===== src/rtl/two_power_arbiter.sv =====
// two_power_arbiter: round-robin arbiter that shares one 2^power mod modulus engine among N_REQ requesters,
// keeping exactly one engine job in flight and routing its result back to the owning requester.
module two_power_arbiter #(
  parameter int MOD_WIDTH = 256,
  parameter int INT_WIDTH = 32,
  parameter int N_REQ = 2,
  localparam int GW = $clog2(N_REQ)
) (
  input  logic                                clk,
  input  logic                                rst_n,
  input  logic [N_REQ-1:0]                    req_valid,
  output logic [N_REQ-1:0]                    req_ready,
  input  logic [N_REQ-1:0][INT_WIDTH-1:0]     req_power,
  input  logic [N_REQ-1:0][MOD_WIDTH-1:0]     req_modulus,
  output logic [N_REQ-1:0]                    rsp_valid,
  input  logic [N_REQ-1:0]                    rsp_ready,
  output logic [MOD_WIDTH-1:0]                rsp_result,
  output logic                                eng_i_valid,
  input  logic                                eng_i_ready,
  output logic [INT_WIDTH-1:0]                eng_power,
  output logic [MOD_WIDTH-1:0]                eng_modulus,
  input  logic                                eng_o_valid,
  output logic                                eng_o_ready,
  input  logic [MOD_WIDTH-1:0]                eng_result,
  output logic                                busy,
  output logic [GW-1:0]                       grant_id
);
  typedef enum logic [1:0] {IDLE, ISSUE, WAIT, RESP} state_t;
  state_t state, state_nxt;
  logic [GW-1:0] last_grant, win;
  logic found;
  logic [INT_WIDTH-1:0] power_q;
  logic [MOD_WIDTH-1:0] modulus_q, result_q;
  // search downward so the requester nearest after last_grant is the final (winning) assignment
  always_comb begin
    found = 1'b0;
    win = '0;
    for (int i = N_REQ; i >= 1; i--)
      if (req_valid[(int'(last_grant) + i) % N_REQ]) begin
        found = 1'b1;
        win = GW'((int'(last_grant) + i) % N_REQ);
      end
  end
  always_ff @(posedge clk or negedge rst_n)
    if (!rst_n) state <= IDLE;
    else state <= state_nxt;
  always_comb begin
    state_nxt = state;
    case (state)
      IDLE:    state_nxt = found ? ISSUE : IDLE;
      ISSUE:   state_nxt = eng_i_ready ? WAIT : ISSUE;
      WAIT:    state_nxt = eng_o_valid ? RESP : WAIT;
      RESP:    state_nxt = rsp_ready[grant_id] ? IDLE : RESP;
      default: state_nxt = IDLE;
    endcase
  end
  always_comb begin
    req_ready   = (state == IDLE && found && rst_n) ? (N_REQ'(1) << win) : '0;
    rsp_valid   = (state == RESP) ? (N_REQ'(1) << grant_id) : '0;
    eng_i_valid = state == ISSUE;
    eng_o_ready = state == WAIT;
    busy        = state != IDLE;
  end
  always_ff @(posedge clk or negedge rst_n)
    if (!rst_n) begin
      last_grant <= GW'(N_REQ - 1);
      grant_id   <= '0;
      power_q    <= '0;
      modulus_q  <= '0;
      result_q   <= '0;
    end else begin
      if (state == IDLE && found) begin
        grant_id  <= win;
        power_q   <= req_power[win];
        modulus_q <= req_modulus[win];
      end
      if (state == WAIT && eng_o_valid) result_q <= eng_result;
      if (state == RESP && rsp_ready[grant_id]) last_grant <= grant_id;
    end
  assign eng_power   = power_q;
  assign eng_modulus = modulus_q;
  assign rsp_result  = result_q;
endmodule


===== config.mk =====
export PLATFORM = sky130hd
export DESIGN_NAME = two_power_arbiter
export DESIGN_NICKNAME = d
export VERILOG_FILES = /design/src/rtl/two_power_arbiter.sv
export SDC_FILE = /design/constraint.sdc
export NUM_CORES = 1
export LEC_CHECK = 0
export CORE_AREA = 2 2 535 537
export DETAILED_ROUTE_END_ITERATION = 12
export DIE_AREA = 0 0 537 539
export PLACE_DENSITY = 0.31
export SLEW_MARGIN = 20
export SYNTH_ARGS = -nofsm -noshare
export SYNTH_HDL_FRONTEND = slang
export SYNTH_SLANG_ARGS = --single-unit

===== constraint.sdc =====
create_clock -name clk -period 2.2 [get_ports clk]
set_input_delay 0.66 -clock clk [delete_from_list [all_inputs] [get_ports clk]]
set_output_delay 0.66 -clock clk [all_outputs]
set_load 0.02 [all_outputs]

; Word-level counts from Yosys, hierarchy flattened
; Cells that the tools add are included.
[classes]
add_sub_neg = 2
n_lt_le_gt_ge = 4
eq_ne = 3
shifts = 2
mux = 23
bitwise_logic = 2
reduce_logical = 6
[op_table]
columns = cell, n
row1 = 256-bit two-way mux, 2
row2 = 32-bit two-way mux, 2
row3 = 1-bit two-way mux, 14
row4 = 2-bit two-way mux, 4
row5 = 2-bit one-hot mux with 4 select lines, 1
row6 = "2-bit by 3-bit < comparator with 1-bit output, second input constant", 2
row7 = "2-bit equality test, second input constant", 2
row8 = 1-bit logical AND, 4
row9 = "1-bit by 2-bit < comparator with 1-bit output, second input constant", 2
row10 = "1-bit by 1-bit << shifter with 2-bit output, first input constant", 2
row11 = "1-bit adder, second input constant", 2
row12 = "1-bit bitwise AND, first input constant", 2
row13 = "2-bit by 1-bit equality test with 1-bit output, second input constant", 1
row14 = 2-bit logical NOT, 1
row15 = 2-bit nonzero test, 1
[word_totals]
regBits = 548
input_bits = 840
output_inout_bits = 552
elab_cells = 48

; Longest topological paths before layout
; Gate-level depths: netlist of the first run.
[logic_depth]
depth_word = 10
mapped_depth = 7
mapped_depth_nobuf = 3

; Worst setup path after synthesis of the first run
; No wires, ideal clock.
[synth_path]
path_type = input-to-output
start = input port req_valid[1]
end = output port req_ready[1]
t_arrival_ns = 1.717
t_required_ns = 1.540
slack_ns = -0.177
stages = 4
path_buffers = 2
cell_sequence = a21bo_2 > buf_2 > clkbuf_1 > nor3_1
[synth_via]
elab_chain_cells = 8
word_cells_on_any_way = 14
classes_between = shift (1) / mux (11) / reduce/logical (2)
[synth_rtl]
columns = element, line
row1 = start: declaration, 11  ; input logic [N_REQ-1:0] req_valid,
row2 = 1-bit two-way mux (not written as such) (3 in series), 39  ; if (req_valid[(int'(last_grant) + i) % N_REQ]) begin
row3 = 1-bit two-way mux (2 in series), 39
row4 = 1-bit logical AND (2 in series), 58  ; req_ready = (state == IDLE && found && rst_n) ? (N_REQ'(1) << win) : '0;
row5 = 2-bit two-way mux *, 58
row6 = end: declaration, 12  ; output logic [N_REQ-1:0] req_ready,
; Every way passes the cells marked *; elsewhere a longest branch is shown, timed or not. The select of a mux whose other input is x is not followed.

; Worst setup path in the final report of the first run
[layout_path]
start = register state[1]
end = output port req_ready[1]
[layout_via]
elab_chain_cells = 4
[layout_rtl]
columns = element, line
row1 = start: declaration, 29  ; state_t state, state_nxt;
row2 = start signal: assignment, 46  ; else state <= state_nxt;
row3 = 2-bit logical NOT, 58
row4 = 1-bit logical AND (2 in series), 58
row5 = 2-bit two-way mux, 58
; Every way passes these cells.

==> metrics.txt, run 1 <==
outcome complete, but fails checks; failing checks negative setup slack; fin cells 6,920; leading area contributor after synthesis dfrtp_1; Final Util 17.2%; Leakage 20.6 nW; Crit Path Category reg -> out; final WL 193,000 um; die extent in y 539 um; Area after DPL 42,900 um^2; 1st-iter DRT viols 873; Reg-to-Reg Start last_grant; routed vias 20,300; area delta synth->final 105%; post-synthesis sequential area ratio 57.4%; overall power 68.7 mW; Setup WS post-layout -0.610 ns; P per Cell Area 1400 nW/um^2; FF+latch count, synth 548; Max-Cap Viols 0; die width 537 um; Placed Cells 6,664; DRC viols 0; TritonRoute pass-1 iters 4; Achievable Freq 356 MHz; Pins Over Slew Limit 0; Routed Antenna Nets 0; fin crit share 128%; number of H-tree levels 3; Least-Margin Pin Slew 0.886 ns; Worst Path Required 1.54 ns; first-pass GRT wire length 243,000 um; CTS buffer count 87; peak supply drop 0.572 mV; final setup fails 292; Max FO, Critical Path 2; num rows 196; Clock transition at path regs 0.06 ns; vias per cell 2.93; worst reg2reg path depth 11; RD Place Congestion 0.847; Fin Setup TNS -62.78 ns; worst skew pair latency 0.83 ns; Clock Tree Buf Depth 4; Final Hold Vio Count 0; Starting Density 8.41%; R2R setup slack -0.31 ns; Post-synth EDFFs 0; top_reg_cell synth dfrtp_1; worst min path class in -> async; wire per inst 27.9 um; Net Count, Synth 2,341; fill count 31,300; core area 284,000 um^2; Clock Sinks 548; Post-Synthesis Cells 1,501; terminus of the critical flop-to-flop path eng_modulus[147]; detailed placer's ending HPWL 155,000 um; design area 48,900 um^2; RSZ-0062 raised after global routing true; Setup crit end kind primary output; syn_area_per_cell 15.9 um^2; CTS root buf clkbuf_16; largest net degree at the start of global routing 106; Final nets 3,901; GRT overflow 0; post-synthesis cell type count 26; Startpoint Class flip-flop; worst rel slew slack 40.9%; Ports 1,392; Synth area leaders dfrtp_1 (57%), mux2_2 (30%), mux2_1 (9.4%); Total GRT Usage 12.8%; die area 289,000 um^2; CTS tree yes; layout cells sized above 1 51.1%; fin crit period 2.81 ns; Mapped Area 23,900 um^2; vias in the first global route 22,000; Yosys top cell area share 57.3%; Arr. time, crit path 2.15 ns; fraction of registers with async set/reset 100%; skew final 0.116 ns; Synth warnings 0; initial antenna violation count 148; IO Port Bufs 1,391
## cell usage after synthesis, types with 2 or more instances
master / number
clkbuf_1: 4
dfrtp_1: 547
mux2_2: 632
o21ai_0: 2
buf_2: 59
buf_6: 22
nand2_1: 2
mux2_1: 200
a21oi_1: 2
buf_4: 7
and3_1: 2
nor2_1: 5
nor2b_1: 2
nand3_1: 2
buf_12: 2
## routing by layer
layer	up-vias	wire (um)	global-route usage, %
li1	8618	-	-
met2	1152	90000	21.3
met3	293	23800	6.85
met5	-	676	0
met1	10100	74800	14.4
met4	104	4100	2.72
## placed cells by master (no fill, tap or decap), types with 14 or more instances in the layout
cell type,count
buf_4,121
buf_8,16
mux2_2,279
clkinv_2,14
dfrtp_2,20
clkbuf_16,87
buf_6,36
clkdlybuf4s15_1,67
buf_12,60
dlygate4sd2_1,57
clkbuf_8,15
mux2_4,551
diode_2,41
clkdlybuf4s50_1,838
dfrtp_1,527
clkbuf_1,18
clkdlybuf4s15_2,174
buf_2,156
buf_16,30
## state kept, by name (all words and copies together) (netlist names)
name	cells
eng_power	32
state	2
rsp_result	256
grant_id	1
last_grant	1
eng_modulus	256
## final cells by class
| class | count | area, um^2 | share of cell area [%] |
|---|---|---|---|
| Timing Repair Buffer | 1565 | 16000 | 32.7 |
| Sequential cell | 548 | 13700 | 28.1 |
| Multi-Input combinational cell | 858 | 11700 | 23.8 |
| Tap cell | 3762 | 4710 | 9.62 |
| Clock buffer | 120 | 2450 | 5.01 |
| Clock inverter | 25 | 283 | 0.578 |
| Antenna cell | 41 | 103 | 0.210 |
| Inverter | 1 | 3.75 | 0.00767 |
## worst max path at each step
stage                       startpoint          endpoint  slack, ns
after floorplan               state[0]      req_ready[0]      0.008
after global placement    req_valid[0]   eng_modulus[89]      -0.77
after detailed placement  req_valid[0]  eng_modulus[136]      -0.77
after CTS                     state[1]      req_ready[1]      -0.78
after global routing          state[1]      req_ready[1]      -0.72
final                         state[1]      req_ready[1]      -0.61
## worst max-delay path: stages, from the launching register on
cell and delay [ns]:
dfrtp_1 0.38, or2_4 0.26, buf_6 0.12, or2_4 0.23, nor3_4 0.17, buf_12 0.15
## stage by stage
| stage | hold WS [ns] | setup slack, ns |
|---|---|---|
| finish | 0.0621 | -0.610 |
| global route | 0.0401 | -0.723 |
| CTS | 0.0291 | -0.775 |
| detailed placement | 0.474 | -0.770 |
| global placement | 0.468 | -0.771 |
| floorplan | 0.364 | 0.00751 |
## timing repair
item	in CTS	in global routing
cloned	29	0
buffers inserted	43	24
hold buffers	1	0
gates resized for setup	2111	272
hold endpoints to repair	13	0
endpoints found under the setup margin	744	314
pin swaps	3	2
## where the power goes
group,internal (mW),total [mW],switching [mW],leakage (nW)
sequential,15.4,18.7,3.30,6.43
combinational,17.2,36.1,18.9,12.8
clock,8.31,13.9,5.60,1.35
total,40.9,68.7,27.8,20.6
## cell families after synthesis
logic type      share of synthesized area [%]
compound gates                          0.152
simple gates                            0.466
mux                                      39.3
buf+inv                                  2.74
flops                                    57.4
(Power assumes the default switching activity.)
==> run 2: changes to the inputs <==
--- a/config.mk
+++ b/config.mk
@@ -8,6 +8,7 @@
 export CORE_AREA = 2 2 535 537
 export DETAILED_ROUTE_END_ITERATION = 12
 export DIE_AREA = 0 0 537 539
+export GPL_TIMING_DRIVEN = 0
 export PLACE_DENSITY = 0.31
 export SLEW_MARGIN = 20
 export SYNTH_ARGS = -nofsm -noshare
==> run 2 against run 1 <==
  * The run still ends with negative setup slack left
  * Final cell count is 0.62% lower
  * Utilization is 0.97 points lower
  * Worst setup slack worse by 0.20 ns
  * Die area stayed put
  * Routed wire length hardly changed
  * Power is 5.9% lower
==> metrics.txt, run 2 (same netlist as run 1, synthesis figures left out) <==
Final Hold Vio Count 0 (unchanged); die extent in y 539 um (unchanged); initial antenna violation count 158 (was 148); CTS root buf clkbuf_16 (unchanged); outcome complete, but fails checks (unchanged); layout cells sized above 1 33.9% (was 51.1%); final setup fails 665 (was 292); GRT overflow 0 (unchanged); dpl ws -2.32 ns (was -0.770 ns); die width 537 um (unchanged); TritonRoute pass-1 iters 4 (unchanged); design area 46,200 um^2 (was 48,900 um^2); RD Place Congestion 0.882 (was 0.847); wire per inst 28.1 um (was 27.9 um); Routed Antenna Nets 0 (unchanged); R2R setup slack -0.34 ns (was -0.31 ns); Ports 1,392 (unchanged); CP startpoint last_grant (was state[1]); Arr. time, crit path 2.35 ns (was 2.15 ns); Final nets 3,850 (was 3,901); Max-Cap Viols 0 (unchanged); worst rel slew slack 56.7% (was 40.9%); CP most frequent cell buf_8 (was or2_4); peak supply drop 0.667 mV (was 0.572 mV); Max FO, Critical Path 11 (was 2); skew final 0.0864 ns (was 0.116 ns); vias in the first global route 21,500 (was 22,000); CP peak stage delay 0.56 ns (was 0.38 ns); routed vias 19,800 (was 20,300); Setup crit end kind primary output (unchanged); Total GRT Usage 12.8% (about the same); num rows 196 (unchanged); IO Port Bufs 1,391 (unchanged); RSZ-0062 raised after global routing true (unchanged); CTS tree yes (unchanged); worst reg2reg path depth 8 (was 11); Crit Path Category reg -> out (unchanged); core area 284,000 um^2 (unchanged); Pins Over Slew Limit 0 (unchanged); 1st-iter DRT viols 764 (was 873); fin crit share 137% (was 128%); failing checks negative setup slack (unchanged); Clock Tree Buf Depth 4 (unchanged); slowest CP cell dfstp_2 (was dfrtp_1); Startpoint Class flip-flop (unchanged); worst min path class in -> async (unchanged); Area after DPL 42,800 um^2 (was 42,900 um^2); area delta synth->final 93.3% (was 105%); Setup WS post-layout -0.813 ns (was -0.610 ns); Least-Margin Pin Slew 0.648 ns (was 0.886 ns); fill count 31,400 (was 31,300); fin crit period 3.01 ns (was 2.81 ns); die area 289,000 um^2 (unchanged); P per Cell Area 1400 nW/um^2 (about the same); largest net degree at the start of global routing 80 (was 106); Clock transition at path regs 0.06 ns (about the same); Worst Path Required 1.54 ns (about the same); most common cell after layout, fill and taps aside clkdlybuf4s50_1 (unchanged); Worst Setup EP req_ready[0] (was req_ready[1]); commonest cells after routing, fill and taps aside clkdlybuf4s50_1 (1,100), mux2_2 (610), dfrtp_1 (534), mux2_1 (199), dlymetal6s2s_1 (148) (was clkdlybuf4s50_1 (838), mux2_4 (551), dfrtp_1 (527), mux2_2 (279), clkdlybuf4s15_2 (174)); number of H-tree levels 3 (unchanged); Reg-to-Reg Start last_grant (unchanged); Clock Sinks 548 (unchanged); detailed placer's ending HPWL 163,000 um (was 155,000 um); first-pass GRT wire length 240,000 um (was 243,000 um); CP cell instances a21bo_4, buf_8, buf_8, and3_4, buf_12 (was or2_4, buf_6, or2_4, nor3_4, buf_12); CTS buffer count 86 (was 87); vias per cell 2.89 (was 2.93); Achievable Freq 332 MHz (was 356 MHz); worst skew pair latency 0.79 ns (was 0.83 ns); final WL 193,000 um (about the same); terminus of the critical flop-to-flop path eng_power[2] (was eng_modulus[147]); Starting Density 8.41% (unchanged); DRC viols 0 (unchanged); Leakage 19.0 nW (was 20.6 nW)
-- run 2: cell types whose count changed in the layout (fill, tap and decap cells not counted), sizes merged, moves of 2 or more --
cell / before / now
clkdlybuf4s50: 838 / 1100
dlygate4sd2: 57 / 1
inv: 5 / 3
clkinv: 15 / 9
diode: 41 / 44
clkbuf: 126 / 243
clkdlybuf4s15: 241 / 0
buf: 419 / 152
bufinv: 5 / 3
dlymetal6s2s: 0 / 148
clkinvlp: 1 / 3
-- run 2: worst min-delay path by stage --
| stage | endpoint | slack [ns] |
|---|---|---|
| 4_1_cts | eng_power[13] | -0.41 |
| 2_1_floorplan | eng_modulus[0] | 0.36 |
| 6_report | grant_id | 0.02 |
| 3_3_place_gp | eng_modulus[205] | 0.47 |
| 3_5_place_dp | eng_modulus[196] | 0.47 |
| 5_1_grt | grant_id | -0.01 |
-- run 2: critical path: cells and delay by family (launching register included) --
family	cells	cell delay [ns]
AO/OA/AOI/OAI	1	0.24
buffers and inverters	3	0.51
flip-flops	1	0.56
AND/OR/NAND/NOR	1	0.22
-- run 2: metal layers --
layer,wire (um),part of all wire (%),track usage [%]
met1,72300,37,14.3
met2,91500,47,21.8
met3,22900,12,5.94
met4,5990,3.1,3.26
met5,674,0.35,0
-- run 2: cell type report --
type | count | area [um^2] | area share (%)
antenna | 44 | 110 | 0.238
inverter | 1 | 3.75 | 0.00813
timing repair buffer | 1424 | 14300 | 31.1
tap | 3762 | 4710 | 10.2
sequential | 548 | 13700 | 29.7
clock inverter | 17 | 225 | 0.488
clock buffer | 132 | 2510 | 5.43
buffer | 91 | 892 | 1.93
multi-input combinational | 858 | 9660 | 20.9
-- run 2: through the flow --
stage / std cells / setup TNS (ns) / power (mW) / hold WS (ns) / util, %
final: 6877 / -94.89 / 64.6 / 0.0248 / 16.3
after global routing: 6839 / -161.58 / 68.0 / -0.0139 / 16.2
after CTS: 6825 / -304.36 / 67.4 / -0.414 / 16.1
after detailed placement: 6662 / -611.77 / 52.5 / 0.474 / 15.1
after global placement: 6654 / - / 52.5 / 0.468 / 15.0
after floorplan: 1501 / 0 / 32.6 / 0.364 / -
-- run 2: timing repair --
| item | CTS | global route |
|---|---|---|
| resized for setup | 250 | 473 |
| setup endpoints to repair | 1049 | 1034 |
| cloned | 2 | 2 |
| hold endpoints to repair | 121 | 77 |
| buffers inserted | 12 | 2 |
| pin swaps | 3 | 4 |
| hold buffers | 2 | 5 |
-- run 2: report_power, final --
group          internal [mW]  switching [mW]  total (mW)  leakage (nW)
Sequential              15.4            2.97        18.3          6.44
Combinational           14.9            17.5        32.4          11.3
Clock                   8.17            5.66        13.8          1.32
Total                   38.5            26.1        64.6          19.0
==> run 3: changes to the inputs <==
--- a/config.mk
+++ b/config.mk
@@ -14,3 +14,4 @@
 export SYNTH_ARGS = -nofsm -noshare
 export SYNTH_HDL_FRONTEND = slang
 export SYNTH_SLANG_ARGS = --single-unit
+export TNS_END_PERCENT = 5
==> run 3 against run 2 <==
  * The flow still finishes with violations (negative setup slack)
  * Critical path depth stayed put
  * First-iteration DRC count rose by 1.3%
  * Fmax rose by 0.41%
  * Critical endpoint unchanged
  * Largest cell class unchanged
  * Largest power group unchanged
==> metrics.txt, run 3 (same netlist as run 1, synthesis figures left out) <==
Startpoint Class flip-flop (unchanged); Ports 1,392 (unchanged); area delta synth->final 96.3% (was 93.3%); skew final 0.0840 ns (was 0.0864 ns); worst skew pair latency 0.79 ns (about the same); R2R setup slack -0.35 ns (was -0.34 ns); Achievable Freq 333 MHz (was 332 MHz); die area 289,000 um^2 (unchanged); Worst Setup EP req_ready[0] (unchanged); Final nets 3,849 (was 3,850); sequential share of power 28.5% (was 28.4%); sw frac 40.6% (was 40.5%); Leakage 21.5 nW (was 19.0 nW); Routed Antenna Nets 0 (unchanged); terminus of the critical flop-to-flop path eng_power[2] (unchanged); fill count 31,400 (about the same); GRT overflow 0 (unchanged); Total GRT Usage 12.8% (unchanged); largest net degree at the start of global routing 80 (unchanged); CP Buf/Inv Count 3 (unchanged); IO Port Bufs 1,391 (unchanged); die extent in y 539 um (unchanged); TritonRoute pass-1 iters 6 (was 4); Clock Sinks 548 (unchanged); Pins Over Slew Limit 0 (unchanged); Clock power frac 21.6% (was 21.4%); core area 284,000 um^2 (unchanged); failing checks negative setup slack (unchanged); routed vias 20,000 (was 19,800); Arr. time, crit path 2.34 ns (was 2.35 ns); outcome complete, but fails checks (unchanged); DRC viols 0 (unchanged); detailed placer's ending HPWL 163,000 um (unchanged); fin crit period 3.00 ns (was 3.01 ns); fin crit share 136% (was 137%); P per Cell Area 1370 nW/um^2 (was 1400 nW/um^2); Power Internal 38.1 mW (was 38.5 mW); Max FO, Critical Path 11 (unchanged); Psw 26.1 mW (about the same); Final Hold Vio Count 0 (unchanged); CTS tree yes (unchanged); CTS buffer count 86 (unchanged); commonest cells after routing, fill and taps aside clkdlybuf4s50_1 (850), mux2_2 (587), dfrtp_1 (534), dlymetal6s2s_1 (398), mux2_1 (198) (was clkdlybuf4s50_1 (1,100), mux2_2 (610), dfrtp_1 (534), mux2_1 (199), dlymetal6s2s_1 (148)); Least-Margin Pin Slew 0.674 ns (was 0.648 ns); wire per inst 28.3 um (was 28.1 um); CP most frequent cell buf_8 (unchanged); Setup crit end kind primary output (unchanged); worst rel slew slack 54.9% (was 56.7%); delay-heaviest family, CP flip-flops (unchanged); Max-Cap Viols 0 (unchanged); CP Depth 5 (unchanged); most common cell after layout, fill and taps aside clkdlybuf4s50_1 (unchanged); die width 537 um (unchanged); worst min path class in -> async (unchanged); slowest CP cell dfstp_2 (unchanged); CP cell instances a21bo_4, buf_8, buf_8, and3_4, buf_12 (unchanged); Comb power frac 50.0% (was 50.2%); CP peak stage delay 0.56 ns (about the same); initial antenna violation count 158 (unchanged); final WL 194,000 um (was 193,000 um); num rows 196 (unchanged); first-pass GRT wire length 240,000 um (unchanged); Crit Path Category reg -> out (unchanged); overall power 64.2 mW (was 64.6 mW); Placed Cells 6,662 (unchanged); Reg-to-Reg Start last_grant (unchanged); Final Util 16.5% (was 16.3%); vias per cell 2.92 (was 2.89); number of H-tree levels 3 (unchanged); Clock Tree Buf Depth 4 (unchanged); Clock transition at path regs 0.06 ns (about the same); layout cells sized above 1 33.8% (was 33.9%); fin cells 6,865 (was 6,877); worst reg2reg path depth 8 (unchanged); 1st-iter DRT viols 774 (was 764); RSZ-0062 raised after global routing true (unchanged); Worst Path Required 1.54 ns (about the same); Setup WS post-layout -0.800 ns (was -0.813 ns); final setup fails 394 (was 665); peak supply drop 0.657 mV (was 0.667 mV); CTS root buf clkbuf_16 (unchanged); CP startpoint last_grant (unchanged); Starting Density 8.41% (unchanged); RD Place Congestion 0.882 (unchanged); hold slack 0.0296 ns (was 0.0248 ns); vias in the first global route 21,500 (unchanged)
-- run 3: cell types whose count changed in the layout (fill, tap and decap cells not counted), sizes merged --
cell | previous run | this run
dlymetal6s2s | 148 | 398
clkbuf | 243 | 248
clkdlybuf4s50 | 1100 | 850
buf | 152 | 146
diode | 44 | 33
-- run 3: power groups by stage --
stage	clock network, mW	logic (mW)	registers, mW
after floorplan	0	8.34	24.3
after global placement	0	34.0	18.6
after detailed placement	0	33.9	18.5
after CTS	14.6	34.3	18.4
after global routing	14.9	33.7	19.0
final	13.8	32.1	18.3
-- run 3: worst min path at each step --
stage | cells past startpoint | to | from
6_report | 3 | grant_id | rst_n
5_1_grt | 3 | grant_id | rst_n
4_1_cts | 1 | eng_power[13] | rst_n
3_5_place_dp | 1 | eng_modulus[196] | eng_modulus[196]
3_3_place_gp | 1 | eng_modulus[205] | eng_modulus[205]
2_1_floorplan | 0 | eng_modulus[0] | rst_n
-- run 3: metrics by stage --
stage               TNS, ns  cell area, um^2  setup slack [ns]
finish               -43.00            46900            -0.800
global placement          -            42500            -30.39
detailed placement  -611.77            42800             -2.32
floorplan                 0            23900           0.00751
CTS                 -304.36            45900             -1.03
global route         -87.12            46800            -0.916
-- run 3: tightest hold or removal path, stage by stage --
cell	delay (ns)
buf_8	0.10
buf_16	0.14
buf_16	0.21
-- run 3: cell type report --
| class | count | area, um^2 | area share (%) |
|---|---|---|---|
| Timing Repair Buffer | 1423 | 15000 | 31.9 |
| Sequential cell | 548 | 13700 | 29.3 |
| Multi-Input combinational cell | 858 | 9750 | 20.8 |
| Tap cell | 3762 | 4710 | 10.0 |
| Clock buffer | 132 | 2510 | 5.34 |
| Buffer | 91 | 937 | 2.00 |
| Clock inverter | 17 | 225 | 0.480 |
| Antenna cell | 33 | 82.6 | 0.176 |
| Inverter | 1 | 3.75 | 0.00800 |
-- run 3: repair_timing --
action,in CTS,in global routing
endpoints found under the hold margin,121,77
buffers inserted,12,1
pin swaps,3,4
gates resized for setup,250,758
hold buffers,2,5
setup endpoints to repair,1049,1034
cloned,2,2
-- run 3: metal layers --
layer,part of all wire [%],track usage (%),vias up
met5,0.35,0,-
met3,11,5.94,338
met4,3.0,3.26,108
li1,-,-,8523
met2,47,21.8,1204
met1,38,14.3,9857
